==> config.mk <==
export PLATFORM = sky130hd
export DESIGN_NAME = huc6280_mmu
export DESIGN_NICKNAME = d
export VERILOG_FILES = /design/src/rtl/huc6280_mmu.sv
export SDC_FILE = /design/constraint.sdc
export NUM_CORES = 1
export LEC_CHECK = 0
export BUFFER_PORTS_ARGS = -buffer_cell sky130_fd_sc_hd__buf_2
export CAP_MARGIN = 5
export CORE_ASPECT_RATIO = 1.75
export CORE_UTILIZATION = 50
export DETAILED_ROUTE_END_ITERATION = 10
export PLACE_DENSITY_LB_ADDON = 0.2
export SLEW_MARGIN = 20
export SYNTH_ARGS = -nofsm -noshare
export SYNTH_HDL_FRONTEND = slang
export SYNTH_SLANG_ARGS = --single-unit
==> constraint.sdc <==
create_clock -name clk -period 3.09 [get_ports clk]
set_clock_uncertainty 0.1 [all_clocks]
set_input_delay 0.618 -clock clk [delete_from_list [all_inputs] [get_ports clk]]
set_output_delay 0.618 -clock clk [all_outputs]
set_load 0.01 [all_outputs]
==> src/rtl/huc6280_mmu.sv <==
// huc6280_mmu: logical-to-physical bus front end for the HuC6280 core.
// Holds MPR0..MPR7 (TAM writes, TMA reads), translates 16-bit CPU requests
// to 21-bit physical accesses and sequences them IDLE->ACC->CAP->[WAIT]->DONE.
// Ports:
//   clk, rst_n                      clock, async active-low reset
//   req, rnw, laddr, wdata, csh     CPU request (sampled in IDLE only)
//   ready, rdata, busy              CPU response
//   mpr_we, mpr_sel, mpr_wdata      TAM write (bit mask select)
//   mpr_rd_sel, mpr_rdata           TMA read (combinational OR of selected)
//   addr, dIn, mem_rdata, re, we    physical memory bus
//   CE_n, CER_n                     ROM / RAM chip enables
module huc6280_mmu #(
  parameter int LOW_WAIT = 3,
  parameter int VDC_WAIT = 1
) (
  input  logic        clk,
  input  logic        rst_n,
  input  logic        req,
  input  logic        rnw,
  input  logic [15:0] laddr,
  input  logic [7:0]  wdata,
  input  logic        csh,
  output logic        ready,
  output logic [7:0]  rdata,
  output logic        busy,
  input  logic        mpr_we,
  input  logic [7:0]  mpr_sel,
  input  logic [7:0]  mpr_wdata,
  input  logic [7:0]  mpr_rd_sel,
  output logic [7:0]  mpr_rdata,
  output logic [20:0] addr,
  output logic [7:0]  dIn,
  input  logic [7:0]  mem_rdata,
  output logic        re,
  output logic        we,
  output logic        CE_n,
  output logic        CER_n
);

  typedef enum logic [2:0] {S_IDLE, S_ACC, S_CAP, S_WAIT, S_DONE} state_t;

  state_t          state;
  logic [7:0][7:0] mpr;
  logic [20:0]     phys;
  logic            rnw_q;
  logic            csh_q;
  logic [1:0]      cnt;
  logic [1:0]      wait_n;

  // Translation uses the MPR contents before any same-cycle TAM write.
  assign phys = {mpr[laddr[15:13]], laddr[12:0]};

  always_comb begin
    mpr_rdata = 8'h00;
    for (int i = 0; i < 8; i++)
      if (mpr_rd_sel[i]) mpr_rdata = mpr_rdata | mpr[i];
  end

  // Wait count, evaluated in CAP from the latched address and speed.
  // VDC window is 0x1FE000-0x1FE3FF, i.e. addr[20:10] == 0x7F8.
  always_comb begin
    wait_n = 2'd0;
    if (!csh_q)                   wait_n = 2'(LOW_WAIT);
    else if (addr[20:10] == 11'h7F8) wait_n = 2'(VDC_WAIT);
  end

  always_ff @(posedge clk or negedge rst_n) begin
    if (!rst_n) begin
      mpr <= '0;
    end else if (mpr_we) begin
      for (int i = 0; i < 8; i++)
        if (mpr_sel[i]) mpr[i] <= mpr_wdata;
    end
  end

  always_ff @(posedge clk or negedge rst_n) begin
    if (!rst_n) begin
      state <= S_IDLE;
      ready <= 1'b0;
      busy  <= 1'b0;
      re    <= 1'b0;
      we    <= 1'b0;
      CE_n  <= 1'b1;
      CER_n <= 1'b1;
      addr  <= '0;
      dIn   <= '0;
      rdata <= '0;
      rnw_q <= 1'b0;
      csh_q <= 1'b0;
      cnt   <= '0;
    end else begin
      case (state)
        S_IDLE: if (req) begin
          state <= S_ACC;
          busy  <= 1'b1;
          addr  <= phys;
          dIn   <= wdata;
          rnw_q <= rnw;
          csh_q <= csh;
          re    <= rnw;
          we    <= !rnw;
          // IO space and unmapped gaps leave both enables high.
          CE_n  <= !(phys < 21'h1F0000);
          CER_n <= !(phys[20:13] == 8'hF8);
        end
        S_ACC: begin
          state <= S_CAP;
          re    <= 1'b0;
          we    <= 1'b0;
          CE_n  <= 1'b1;
          CER_n <= 1'b1;
        end
        S_CAP: begin
          if (rnw_q) rdata <= mem_rdata;
          if (wait_n == 2'd0) begin
            state <= S_DONE;
            ready <= 1'b1;
          end else begin
            state <= S_WAIT;
            cnt   <= wait_n;
          end
        end
        S_WAIT: begin
          if (cnt == 2'd1) begin
            state <= S_DONE;
            ready <= 1'b1;
          end
          cnt <= cnt - 2'd1;
        end
        S_DONE: begin
          state <= S_IDLE;
          ready <= 1'b0;
          busy  <= 1'b0;
        end
        default: state <= S_IDLE;
      endcase
    end
  end

endmodule

==> results.ini <==
[drt]
vias_per_cell=5.87
drc_errors=0
drt.antenna.violating_nets=0
dr.first_iter.drc_count=193
wl_per_cell_um=19.9
wl_um=13200
vias=3892
drt-pass1-iter-count=4

[setup_path]
worstSetupStartpointType=input port
criticalPathCategory=in -> reg
slowest_delay_ns=0.66
critical_path_buf_inv_count=1
cp_cell_sequence=buf_2 -> mux4_1 -> mux2i_1 -> or4_1 -> nor2_1 -> a211o_2
crit_path_end_kind=register
slowest_stage=mux4_1
rrSetupSlack_ns=1.07
critical-path-top-delay-family=multiplexers
cp.required_ns=3.32
path_max_fanout=16
cp.arrival_ns=2.43

[power_and_ir_drop]
p_sw_mw=1.76
power_density_nw_per_um2=896
p_comb_share_pct=25.6
ir_drop_mv=0.540
p_leak_nw=3.02
power_frac_seq_pct=39.3
power.internal_mw=4.01
swShare_pct=30.5
power_mw=5.77
p_clk_share_pct=35.0

[clock_network]
cts-resized-gates=0
cts_tree=yes
htree_num_levels=4
cts_buffer_depth=2
clk_pin_slew_ns=0.05
clk_latency_ns=0.40
cts_hold_buf=0
post_cts_buffers=0
numCtsBuffers=17
clock-sinks=114
cts-root-buf=clkbuf_16

[grt]
grt_pass1_vias=4073
grt_pass1_wl_um=21000
grt_max_degree=61
antenna_found_initial=0
grt_util_all_layers_pct=26.6
grt_remaining_overflow=0

[min_path]
holdCritPathClass=in -> async

[floorplanning]
die_h_um=137
placementRows=48
core_um2=9970
die_area_um2=10800
dieWidth_um=78.9
ios=113
initial_core_util_pct=51.9

[final_layout]
areaGrowthSynthToFinish_pct=24.6
register_area_um2=2860
final_common_cell=dfrtp_1
fillers=790
fin_util_pct=64.6
final_cell_mix=112 x dfrtp_1, 111 x buf_2, 84 x nand2_1
final_cell_count_no_fill=663
multiInputGateArea_um2=2210
design_area_um2=6440
drive_above_1_share_pct=43.5
nets=589
insertedDiodeCount=0

[synth]
yosys_warnings=0
ys_ff_latch=114
syn_inst=414
synth_cell_type_count=36
synth_top_flop_cell=dfrtp_1
netlist_area_um2=5170
synth_area_per_cell_um2=12.5
synth_fp_nets=477
ys_seq_area_share_pct=55.2
async_flop_share_pct=100
synth_edf_count=0

[place]
io_buffers=112
dp_slack_ns=0.525
hpwl_um=9050
placed_cell_area_um2=5830
placed_cells=632
place.gp.congestion=0.791

[sta]
setup_slack_ns=0.883
rsz0062_at_grt=false
tns_ns=0
slew_headroom_pct=47.0
fin_crit_sh_pct=71.4
drv_slew=0
hold_ws_ns=0.0313
tightest_slew_ns=0.784
layout_min_cycle_time_ns=2.21
setup_viol=0
timing_hold_violations_final=0
max_clock_freq_ghz=0.453

[run]
maxCapViolations=0

[outcome]
status=completed

## registers in the layout, summed over array words and instances, names as in the netlist, 2 cells and up
register,count
state,3
rdata,8
dIn,8
addr,21
cnt,2
mpr,64
## power groups by stage
| stage | logic, mW | clock network [mW] | registers [mW] |
|---|---|---|---|
| finish | 1.48 | 2.02 | 2.27 |
| global route | 1.65 | 2.12 | 2.33 |
| CTS | 1.50 | 2.05 | 2.27 |
| detailed placement | 1.49 | 0 | 2.28 |
| global placement | 1.44 | 0 | 2.26 |
| floorplan | 0.874 | 0 | 2.29 |
## cells by family after synthesis
kind of cell | count (synthesis) | synth area share, %
simple gates | 123 | 10.4
flops | 114 | 55.2
mux | 97 | 24.5
compound gates | 55 | 7.41
buf+inv | 24 | 2.23
fa+ha+maj | 1 | 0.242
## path summary, 6_finish.rpt
kind	end	cells past startpoint	from
max reg2reg	ready	5	addr[20]
max	CE_n	6	laddr[14]
max in group asynchronous	CER_n	2	rst_n
min in group clk	addr[4]	3	laddr[4]
min	rdata[7]	1	rst_n
min reg2reg	dIn[3]	2	dIn[3]
## final cells by class
cell class / count / area share (%)
repair buffers: 116 / 9.40
inverters: 1 / 0.0583
well taps: 125 / 2.43
clock inverters: 11 / 2.49
clock buffers: 20 / 7.09
flip-flops and latches: 114 / 44.3
multi-input cells: 276 / 34.2
## synth_stat cells (2+ instances only)
cell      instances  area share (%)
dfrtp_1         112              54
nand2_1          84             6.1
mux2_2           72              16
a22oi_1          32             4.6
a21oi_1          15             1.5
clkbuf_1         14             1.0
nor2_1           14             1.0
mux2i_1          10             1.9
mux4_2           10             4.4
nand4_1          10             1.2
buf_2             5            0.48
mux4_1            5             2.5
nand2b_1          3            0.36
buf_6             2            0.44
dfstp_2           2             1.0
nand3_1           2            0.19
nand3b_1          2            0.29
o22a_1            2            0.34
## routing by layer
layer | track usage (%) | wire length, um
met4 | 16.3 | 459
met5 | 0 | 0
met2 | 45.5 | 7060
met1 | 30.2 | 4790
met3 | 5.40 | 903
Power figures use the tool's default switching activity.
